===== src/rtl/pe_operand_feeder_if.sv =====
`default_nettype none
// ============================================================================
// Module      : pe_operand_feeder_if
// Description : Operand-loading and PE operand-streaming signals between the
//               feeder (master) and its loader/PE side (slave).
// Revision    : 1.0 - initial release
// ============================================================================
interface pe_operand_feeder_if #(
    parameter int DEPTH = 8
) ();
    localparam int c_cnt_w = $clog2(DEPTH) + 1;

    logic               wr_valid;
    logic               wr_ready;
    logic [31:0]        wr_a;
    logic [31:0]        wr_b;
    logic               start;
    logic               busy;
    logic               done;
    logic               pe_valid;
    logic [31:0]        PE_a;
    logic [31:0]        PE_b;
    logic [c_cnt_w-1:0] count;

    // Feeder side: accepts loads and start, produces the PE operand stream
    modport master (
        input  wr_valid, wr_a, wr_b, start,
        output wr_ready, busy, done, pe_valid, PE_a, PE_b, count
    );

    // Loader / PE side
    modport slave (
        output wr_valid, wr_a, wr_b, start,
        input  wr_ready, busy, done, pe_valid, PE_a, PE_b, count
    );
endinterface
`default_nettype wire


===== src/rtl/pe_operand_feeder.sv =====
`default_nettype none
// ============================================================================
// Module      : pe_operand_feeder
// Description : Buffers up to DEPTH FP32 operand pairs, streams them to one
//               systolic-array PE one pair per cycle on start, then drives
//               FLUSH_CYCLES zero-operand cycles and pulses done.
// Revision    : 1.0 - initial release
// ============================================================================
module pe_operand_feeder #(
    parameter int DEPTH        = 8,
    parameter int FLUSH_CYCLES = 4
) (
    input  wire logic            clk,
    input  wire logic            rst,
    pe_operand_feeder_if.master  bus
);
    localparam int c_ptr_w   = $clog2(DEPTH);
    localparam int c_cnt_w   = c_ptr_w + 1;
    localparam int c_flush_w = (FLUSH_CYCLES > 1) ? $clog2(FLUSH_CYCLES) : 1;

    localparam logic [c_ptr_w-1:0]   c_ptr_one    = 1;
    localparam logic [c_cnt_w-1:0]   c_cnt_one    = 1;
    localparam logic [c_cnt_w-1:0]   c_cnt_full   = DEPTH;
    localparam logic [c_flush_w-1:0] c_flush_one  = 1;
    localparam logic [c_flush_w-1:0] c_flush_last = FLUSH_CYCLES - 1;

    typedef enum logic [1:0] {
        ST_IDLE   = 2'd0,
        ST_STREAM = 2'd1,
        ST_FLUSH  = 2'd2
    } state_t;

    state_t               r_state;
    logic [31:0]          r_mem_a [DEPTH];
    logic [31:0]          r_mem_b [DEPTH];
    logic [c_ptr_w-1:0]   r_wr_ptr;
    logic [c_ptr_w-1:0]   r_rd_ptr;
    logic [c_cnt_w-1:0]   r_count;
    logic [c_cnt_w-1:0]   r_sent;
    logic [c_flush_w-1:0] r_flush;
    logic [31:0]          r_pe_a;
    logic [31:0]          r_pe_b;
    logic                 r_pe_valid;
    logic                 r_busy;
    logic                 r_done;

    logic                 w_wr_ready;
    logic                 w_wr_fire;

    assign w_wr_ready = (r_state == ST_IDLE) && (r_count < c_cnt_full);
    assign w_wr_fire  = bus.wr_valid && w_wr_ready;

    assign bus.wr_ready = w_wr_ready;
    assign bus.busy     = r_busy;
    assign bus.done     = r_done;
    assign bus.pe_valid = r_pe_valid;
    assign bus.PE_a     = r_pe_a;
    assign bus.PE_b     = r_pe_b;
    assign bus.count    = r_count;

    // Operand buffer storage; contents are never cleared, only the pointers are
    always_ff @(posedge clk) begin
        if (w_wr_fire) begin
            r_mem_a[r_wr_ptr] <= bus.wr_a;
            r_mem_b[r_wr_ptr] <= bus.wr_b;
        end
    end

    // Load / stream / flush sequencer with registered PE outputs
    always_ff @(posedge clk) begin
        if (rst) begin
            r_state    <= ST_IDLE;
            r_wr_ptr   <= '0;
            r_rd_ptr   <= '0;
            r_count    <= '0;
            r_sent     <= '0;
            r_flush    <= '0;
            r_pe_a     <= '0;
            r_pe_b     <= '0;
            r_pe_valid <= 1'b0;
            r_busy     <= 1'b0;
            r_done     <= 1'b0;
        end else begin
            r_done <= 1'b0;
            case (r_state)
                ST_IDLE: begin
                    if (w_wr_fire) begin
                        r_wr_ptr <= r_wr_ptr + c_ptr_one;
                        r_count  <= r_count + c_cnt_one;
                    end
                    // A write landing on the start edge becomes the last pair;
                    // pair 0 is already in the buffer so it can go out now.
                    if (bus.start && (r_count != '0)) begin
                        r_state    <= ST_STREAM;
                        r_busy     <= 1'b1;
                        r_pe_a     <= r_mem_a[r_rd_ptr];
                        r_pe_b     <= r_mem_b[r_rd_ptr];
                        r_pe_valid <= 1'b1;
                        r_rd_ptr   <= r_rd_ptr + c_ptr_one;
                        r_sent     <= c_cnt_one;
                    end
                end
                ST_STREAM: begin
                    if (r_sent == r_count) begin
                        r_pe_a     <= '0;
                        r_pe_b     <= '0;
                        r_pe_valid <= 1'b0;
                        // A single flush cycle completes on this very edge
                        if (FLUSH_CYCLES == 1) begin
                            r_state  <= ST_IDLE;
                            r_busy   <= 1'b0;
                            r_done   <= 1'b1;
                            r_count  <= '0;
                            r_rd_ptr <= '0;
                            r_wr_ptr <= '0;
                        end else begin
                            r_state <= ST_FLUSH;
                            r_flush <= c_flush_one;
                        end
                    end else begin
                        r_pe_a   <= r_mem_a[r_rd_ptr];
                        r_pe_b   <= r_mem_b[r_rd_ptr];
                        r_rd_ptr <= r_rd_ptr + c_ptr_one;
                        r_sent   <= r_sent + c_cnt_one;
                    end
                end
                ST_FLUSH: begin
                    if (r_flush == c_flush_last) begin
                        r_state  <= ST_IDLE;
                        r_busy   <= 1'b0;
                        r_done   <= 1'b1;
                        r_count  <= '0;
                        r_rd_ptr <= '0;
                        r_wr_ptr <= '0;
                    end else begin
                        r_flush <= r_flush + c_flush_one;
                    end
                end
                default: begin
                    r_state <= ST_IDLE;
                end
            endcase
        end
    end
endmodule
`default_nettype wire


===== src/flat_wrapper.sv =====
// flat-port wrapper written by rule: the top's interface ports become plain ports
module pe_operand_feeder_flat 
#(
    parameter int DEPTH        = 8,
    parameter int FLUSH_CYCLES = 4
)
  (clk, rst, bus_wr_valid, bus_wr_a, bus_wr_b, bus_start, bus_wr_ready, bus_busy, bus_done, bus_pe_valid, bus_PE_a, bus_PE_b, bus_count);
  pe_operand_feeder_if #(.DEPTH(DEPTH)) bus_i ();
  input  wire logic clk;
  input  wire logic rst;
  input wire logic [$bits(bus_i.wr_valid)-1:0] bus_wr_valid;
  input wire logic [$bits(bus_i.wr_a)-1:0] bus_wr_a;
  input wire logic [$bits(bus_i.wr_b)-1:0] bus_wr_b;
  input wire logic [$bits(bus_i.start)-1:0] bus_start;
  output wire logic [$bits(bus_i.wr_ready)-1:0] bus_wr_ready;
  output wire logic [$bits(bus_i.busy)-1:0] bus_busy;
  output wire logic [$bits(bus_i.done)-1:0] bus_done;
  output wire logic [$bits(bus_i.pe_valid)-1:0] bus_pe_valid;
  output wire logic [$bits(bus_i.PE_a)-1:0] bus_PE_a;
  output wire logic [$bits(bus_i.PE_b)-1:0] bus_PE_b;
  output wire logic [$bits(bus_i.count)-1:0] bus_count;
  assign bus_i.wr_valid = bus_wr_valid;
  assign bus_i.wr_a = bus_wr_a;
  assign bus_i.wr_b = bus_wr_b;
  assign bus_i.start = bus_start;
  assign bus_wr_ready = bus_i.wr_ready;
  assign bus_busy = bus_i.busy;
  assign bus_done = bus_i.done;
  assign bus_pe_valid = bus_i.pe_valid;
  assign bus_PE_a = bus_i.PE_a;
  assign bus_PE_b = bus_i.PE_b;
  assign bus_count = bus_i.count;
  pe_operand_feeder #(.DEPTH(DEPTH), .FLUSH_CYCLES(FLUSH_CYCLES)) u_core (.clk(clk), .rst(rst), .bus(bus_i));
endmodule

===== config.mk =====
export PLATFORM = sky130hd
export DESIGN_NAME = pe_operand_feeder_flat
export DESIGN_NICKNAME = d
export VERILOG_FILES = /design/src/rtl/pe_operand_feeder_if.sv /design/src/rtl/pe_operand_feeder.sv /design/src/flat_wrapper.sv
export SDC_FILE = /design/constraint.sdc
export NUM_CORES = 1
export LEC_CHECK = 0
export ABC_AREA = 1
export CAP_MARGIN = 20
export CORE_MARGIN = 2
export CORE_UTILIZATION = 40
export CTS_CLUSTER_SIZE = 20
export DETAILED_ROUTE_END_ITERATION = 10
export PLACE_DENSITY = 0.53
export SYNTH_ARGS = -nofsm -noshare
export SYNTH_HDL_FRONTEND = slang
export SYNTH_SLANG_ARGS = --single-unit

===== constraint.sdc =====
create_clock -name clk -period 12.36 [get_ports clk]
set_input_delay 2.472 -clock clk [delete_from_list [all_inputs] [get_ports clk]]
set_output_delay 2.472 -clock clk [all_outputs]
set_load 0.02 [all_outputs]

# After elaboration in Yosys (flattened, before gate mapping)
# Memory sizes are Yosys's and may differ from the RTL's. A register that Yosys moved wholly into a read port is not among the register bits.
# Cells that the tools add are included.
# op_classes
addsub	5
muxes	37
magnitude_cmp	1
reduce_logical	18
bitwise	1
n_eq_ne	10
# op_table
op	count
32-bit 2-to-1 mux	4
32-bit one-hot mux with 2 select lines	2
3-bit 2-to-1 mux	8
3-bit AND reduction	6
4-bit 2-to-1 mux	4
4-bit one-hot mux with 2 select lines	2
2-bit 2-to-1 mux	5
3-bit one-hot mux with 3 select lines	1
4-bit by 1-bit adder with 4-bit output (second input constant)	2
3-bit by 1-bit adder with 3-bit output (second input constant)	2
1-bit 2-to-1 mux	6
2-bit by 1-bit inequality test with 1-bit output (second input constant)	3
2-bit inequality test (second input constant)	3
2-bit one-hot mux with 3 select lines	1
3-bit one-hot mux with 2 select lines	1
2-bit nonzero test	3
2-bit == test (second input constant)	2
4-bit == test	1
4-bit less-than comparator (second input constant)	1
1-bit one-hot mux with 2 select lines	2
2-bit one-hot mux with 2 select lines	1
4-bit AND reduction	1
4-bit nonzero test	1
1-bit logical AND	3
7 further kinds	7
# word_totals
wordCells	85
ff_bits	85
inputBits	68
memories	2
ram_bits	512
output_inout_bits	72
# mem_list
name	words	width	read_ports	rd_clocked_by_memory_dff	wr	line	text
u_core.r_mem_a	8	32	1	1	1	pe_operand_feeder.sv:34	logic [31:0] r_mem_a [DEPTH];
u_core.r_mem_b	8	32	1	1	1	pe_operand_feeder.sv:35	logic [31:0] r_mem_b [DEPTH];

# Depth between registers and ports, before layout
# Gate-level depths: netlist of run 1.
# depth
word_depth	6
depth_mapped	12
ltp_nobuf	9

# Least setup slack after synthesis of run 1
# OpenSTA, ideal clock, no wires.
# synth_path
path_kind	input to register
start	input port bus_wr_valid
end	memory u_core.r_mem_a[2][0] (enable)
setup_slack_ns	4.552
setup_time_ns	0.565
required_ns	11.795
path_buffers	0
arrival_time_ns	7.243
cell_stages	3
path_cell_list	nand2_1 or2_2 nor3_1
# synth_via
elab_chain_len	3
# synth_rtl
item	line	text
from (decl)	flat_wrapper.sv:11	input wire logic [$bits(bus_i.wr_valid)-1:0] bus_wr_valid;
1-bit logical AND	pe_operand_feeder.sv:51	assign w_wr_fire = bus.wr_valid && w_wr_ready;
1-bit 2-to-1 mux	pe_operand_feeder.sv:63	if (w_wr_fire) begin
1-bit 2-to-1 mux (not written as such)	pe_operand_feeder.sv:64	r_mem_a[r_wr_ptr] <= bus.wr_a;
to (decl)	pe_operand_feeder.sv:34	
# Every way passes these cells.

# Final worst setup path of run 1
# layout_path
start	input port bus_wr_valid
end	memory u_core.r_mem_a[5][21] (enable)
# The elaborated chain is that of the path after synthesis.

==> flow_metrics.env, run 1 <==
export IMPL_cts_buffer_depth=3
export IMPL_diodes=0
export IMPL_final_setup_skew_ps=23.9
export IMPL_worst_slew_pin_slew_ps=1080
export IMPL_gp_congestion=0.746
export IMPL_p_total_mw=5.54
export IMPL_crit_chain="clkdlybuf4s50_1 > nand2_1 > inv_1 > nand2_1 > nor2_4 > buf_4"
export IMPL_grt_pass1_vias=15000
export IMPL_fp_row_count=89
export IMPL_start_util=0.402
export IMPL_postLayoutCoreUtil=0.472
export IMPL_endpoint_kind="register"
export IMPL_post_cts_buffers=0
export IMPL_slew_headroom=0.276
export IMPL_synthDistinctLibCells=24
export IMPL_arrival_ps=4940
export IMPL_finalCriticalPeriod_ps=4730
export IMPL_worst_path_most_repeated_cell="nand2_1"
export IMPL_area_growth_pct=17.4
export IMPL_root_buffer="clkbuf_16"
export IMPL_p_per_area_mw_per_mm2=200
export IMPL_start_kind="input pin"
export IMPL_outcome="complete, no violations"
export IMPL_port_buffers=139
export IMPL_slew_viol_final=0
export IMPL_clock_latency_ps=590
export IMPL_synth_largest_area_cell="edfxtp_1"
export IMPL_cts_resized=0
export IMPL_dr_pass1_iters=5
export IMPL_synth_nets=2162
export IMPL_synth_top_cells_by_area="edfxtp_1, nand2_1, dfxtp_1"
export IMPL_antenna_found_initial=1
export IMPL_rrSetupSlack_ps=9070
export IMPL_ys_seq_area_frac=0.726
export IMPL_rsz0062_at_grt="false"
export IMPL_viasPerCell=5.06
export IMPL_cts_num_sinks=600
export IMPL_core_mm2=0.0587
export IMPL_min_path_cells=2
export IMPL_worst_path_max_delay_cell="nor2_4"
export IMPL_grt_pass1_wl_um=87300
export IMPL_synth_seq_cells=600
export IMPL_fin_setup_tns_ps=0
export IMPL_grt_use_total=0.187
export IMPL_fillers=5287
export IMPL_yosysWarnings=0
export IMPL_cts_tree="done"
export IMPL_grt_max_degree=159
export IMPL_critical_path_max_stage_delay_ps=850
export IMPL_globalRouteMet3Util=0.0322
export IMPL_routed_via_count=15300
export IMPL_die_h_um=247
export IMPL_die_x_um=247
export IMPL_netlist_area_mm2=0.0236
export IMPL_drc=0
export IMPL_clkTransAtPathRegs_ps=60
export IMPL_grt_busiest_layer="met2"
export IMPL_power_leakage_nw=9.76
export IMPL_finalHoldViolCount=0
export IMPL_dp_hpwl_um=30200
export IMPL_ios=140
export IMPL_worst_r2r_cell_count=11
export IMPL_crit_type="input pin to register"
export IMPL_drt_iter0_markers=1168
export IMPL_min_path_type="register to register"
export IMPL_syn_inst=2088
export IMPL_worstPathRequired_ps=12570
export IMPL_yosys_area_top_type_share=0.652
export IMPL_cts_made_buffers=68
export IMPL_htreeDepth=3
export IMPL_wl_per_cell_um=18.7
export IMPL_drive_above_1_share=0.0601
export IMPL_wirelength_um=56500
export IMPL_cts_hold_buf=0
export IMPL_crit_path_max_fanout=36
export IMPL_final_antenna_net_count=0
export IMPL_use_met1=0.248
export IMPL_gr_total_overflow=0
export IMPL_die_area_mm2=0.0610
export IMPL_ir_drop_uv=110
export IMPL_grt_use_met2=0.313
export IMPL_max_freq_ghz=0.212
export IMPL_period_share=0.382
export IMPL_avgSynthCellArea_um2=11.3
export IMPL_fin_nets=2269
export IMPL_cap_violations=0
export IMPL_setup_viol=0
-- synth_stat cells --
library cell    n
clkbuf_1       56
nor3_1          7
inv_1          22
nand3_2         2
ha_1            6
edfxtp_1      512
xnor2_1         1
buf_4           9
buf_2          36
o21ai_0       245
nand4_1         3
and3_1          1
buf_1          14
o21ai_1        79
nand2_2         1
a21oi_1        84
buf_6          13
nor2_1        345
dfxtp_1        88
inv_2           4
nand2_1       488
or2_2           1
xor2_1          2
nand3_1        69
-- sequential cells by signal, indices dropped and copies added, names as in the netlist, named ones only --
signal               cells
u_core.r_rd_ptr          3
u_core.bus.done          1
u_core.r_mem_b         256
u_core.bus.PE_b         32
u_core.r_wr_ptr          3
u_core.r_state           2
u_core.r_sent            4
u_core.r_flush           2
u_core.r_mem_a         256
u_core.bus.count         4
u_core.bus.busy          1
u_core.bus.PE_a         32
u_core.bus.pe_valid      1
-- critical path, delay by kind of cell --
kind | cells | cell delay [ps]
and+or+nand+nor | 3 | 1160
buffers and inverters | 3 | 1260
-- report_power, final --
part / total, mW / internal (mW) / switching [mW]
combinational: 1.20 / 0.393 / 0.810
sequential: 2.42 / 2.33 / 0.0890
clock: 1.92 / 1.15 / 0.768
total: 5.54 / 3.88 / 1.67
-- routing by layer --
metal	vias to the layer above	part of all wire
met5	-	0.00014
li1	7422	-
met2	330	0.48
met4	2	0.024
met3	82	0.045
met1	7459	0.45
-- cells by family (layout without fill, tap and decap cells) --
logic type | Yosys count | count (layout) | synth area share
AO/OA/AOI/OAI | 408 | 408 | 0.0865
AND/OR/NAND/NOR | 917 | 917 | 0.151
flip-flops | 600 | 600 | 0.726
buffers and inverters | 154 | 314 | 0.0320
adder cells (fa/ha/maj) | 6 | 6 | 0.00318
XOR/XNOR | 3 | 3 | 0.00111
-- cell usage in the layout (no fill, tap or decap), types with 4 or more instances in the layout --
cell / count
nor3_2: 4
o21ai_0: 245
nand2_1: 487
a21oi_1: 84
clkbuf_1: 27
nor2_4: 4
dfxtp_1: 85
nand3_1: 69
clkdlybuf4s50_1: 138
nor2_1: 341
ha_1: 6
edfxtp_1: 512
clkbuf_16: 71
bufinv_16: 4
o21ai_1: 79
buf_4: 24
clkinv_1: 9
clkinv_2: 7
inv_1: 21
-- per-stage QoR --
| step | cell area (µm²) | hold slack [ps] | instances | setup WS (ps) |
|---|---|---|---|---|
| CTS | 27700 | 468 | 3019 | 7490 |
| floorplan | 23600 | 465 | 2088 | 4550 |
| finish | 27700 | 465 | 3021 | 7630 |
| detailed placement | 25500 | 460 | 2896 | 6890 |
| global placement | 25500 | 457 | 2896 | 6940 |
| global route | 27700 | 494 | 3021 | 7430 |
-- area by class of cell --
cell class                 instances  area, µm²  share of cell area
clock buffer                     100       1910              0.0688
clock inverter                    23        213             0.00767
inverter                          26        105             0.00379
multi-input combinational       1334       5760               0.208
sequential                       600      17100               0.619
tap                              773        967              0.0349
timing repair buffer             165       1620              0.0585
-- worst paths after layout --
check,startpoint,end
max reg2reg,register,u_core.bus.PE_a[10]
min,u_core.bus.pe_valid,u_core.bus.pe_valid
max,bus_wr_valid,u_core.r_mem_a[5][21]
min reg2reg,u_core.bus.pe_valid,u_core.bus.pe_valid
(Power assumes the default switching activity.)
==> inputs of run 2 (changes only) <==
- clock period: 12.36 -> 4.78 ns (I/O delays scaled with it)
==> flow_metrics.env, run 2 (synthesis gave the netlist of run 1 again) <==
export IMPL_outcome="complete, no violations"
export IMPL_worst_path_max_delay_cell="clkdlybuf4s50_1"
export IMPL_core_mm2=0.0587
export IMPL_cts_made_buffers=67
export IMPL_final_setup_skew_ps=19.0
export IMPL_post_cts_buffers=0
export IMPL_fin_area_mm2=0.0277
export IMPL_stdcell_count=3018
export IMPL_dr_pass1_iters=5
export IMPL_gp_congestion=0.742
export IMPL_postLayoutCoreUtil=0.472
export IMPL_crit_path_max_fanout=5
export IMPL_power_leakage_nw=9.76
export IMPL_die_x_um=247
export IMPL_worstPathRequired_ps=3820
export IMPL_grt_pass1_wl_um=85300
export IMPL_cts_tree="done"
export IMPL_worst_r2r_cell_count=10
export IMPL_wl_per_cell_um=18.2
export IMPL_setup_viol=0
export IMPL_place_inst=2896
export IMPL_finalHoldViolCount=0
export IMPL_clock_latency_ps=590
export IMPL_crit_cells=2
export IMPL_hold_slack_ps=463
export IMPL_min_path_cells=2
export IMPL_clkTransAtPathRegs_ps=60
export IMPL_diodes=0
export IMPL_worst_slack_ps=1960
export IMPL_grt_max_degree=168
export IMPL_min_path_type="register to register"
export IMPL_path_buf_inv=1
export IMPL_start_util=0.402
export IMPL_ios=140
export IMPL_regArea_mm2=0.0171
export IMPL_final_antenna_net_count=0
export IMPL_cts_num_sinks=600
export IMPL_mostFrequentLayoutCell="edfxtp_1"
export IMPL_layout_common_cells="edfxtp_1, nand2_1, nor2_1, o21ai_0, clkdlybuf4s50_1"
export IMPL_slew_viol_final=0
export IMPL_cts_resized=0
export IMPL_worst_slew_pin_slew_ps=1120
export IMPL_routed_via_count=15100
export IMPL_htreeDepth=3
export IMPL_dp_hpwl_um=27600
export IMPL_area_growth_pct=17.5
export IMPL_multiInputGateArea_mm2=0.00578
export IMPL_place_area_mm2=0.0256
export IMPL_fillers=5240
export IMPL_cp_top_family="buffers and inverters"
export IMPL_cap_violations=0
export IMPL_drive_above_1_share=0.0624
export IMPL_crit_type="register to primary output"
export IMPL_endpoint_kind="primary output"
export IMPL_fp_row_count=89
export IMPL_max_freq_ghz=0.355
export IMPL_top_regs="u_core.r_mem_a: 256 flops, u_core.r_mem_b: 256 flops"
export IMPL_root_buffer="clkbuf_16"
export IMPL_ir_drop_uv=350
export IMPL_gr_total_overflow=0
export IMPL_start_kind="register"
export IMPL_viasPerCell=5.01
export IMPL_die_area_mm2=0.0610
export IMPL_port_buffers=139
export IMPL_critical_path_max_stage_delay_ps=650
export IMPL_post_place_ws_ps=1470
export IMPL_finalCriticalPeriod_ps=2820
export IMPL_p_per_area_mw_per_mm2=513
export IMPL_rrSetupSlack_ps=2250
export IMPL_wirelength_um=55000
export IMPL_grt_use_total=0.183
export IMPL_cts_buffer_depth=3
export IMPL_grt_pass1_vias=14800
export IMPL_fin_nets=2266
export IMPL_cts_hold_buf=0
export IMPL_die_h_um=247
export IMPL_arrival_ps=1860
export IMPL_crit_chain="nor3_1 > clkdlybuf4s50_1"
export IMPL_period_share=0.589
export IMPL_drc=0
export IMPL_antenna_found_initial=0
export IMPL_rsz0062_at_grt="false"
export IMPL_drt_iter0_markers=1100
export IMPL_slew_headroom=0.251
==> run 2: changes by cell type in the layout (fill, tap and decap cells not counted), moves of 3 or more <==
cell       delta
bufinv_16     -3
buf_4         -3
buf_12        +4
clkinv_1      +3
clkbuf_1     -11
clkbuf_8      +6
clkinv_2      +5
==> run 2: tightest hold or removal path: cells and delay by family (launching register included) <==
family          cells  cell delay (ps)
simple gates        1               60
compound gates      1               50
flops               1              310
==> run 2: final cells by class <==
type                            instances  area share
Sequential cell                       600       0.618
Clock inverter                         27     0.00551
Tap cell                              773      0.0349
Inverter                               26     0.00397
Timing Repair Buffer                  163      0.0584
Multi-Input combinational cell       1334       0.209
Clock buffer                           95      0.0702
==> run 2: final timing paths <==
kind	start	endpoint
max	u_core.bus.count[3]	bus_wr_ready
min	u_core.bus.pe_valid	u_core.bus.pe_valid
max reg2reg	register	u_core.bus.PE_b[6]
min reg2reg	u_core.bus.pe_valid	u_core.bus.pe_valid
==> run 2: per-layer routing <==
layer,part of all wire,vias to the layer above,global-route usage
li1,-,7418,-
met1,0.45,7359,0.240
met2,0.49,271,0.313
met3,0.039,76,0.0306
met4,0.020,0,0.0493
met5,0,-,0
==> run 2: through the flow <==
| stage | setup TNS, ps | power [mW] |
|---|---|---|
| after CTS | 0 | 14.4 |
| final | 0 | 14.2 |
| after global routing | 0 | 15.0 |
| after global placement | 0 | 9.47 |
| after detailed placement | 0 | 9.50 |
| after floorplan | -207690 | 8.48 |
==> run 2: where the power goes <==
group	total [mW]	switching, mW	internal, mW	leakage [nW]
Sequential	6.19	0.165	6.03	5.36
Clock	4.89	2.00	2.89	1.04
Combinational	3.13	2.11	1.01	3.35
Total	14.2	4.28	9.93	9.76
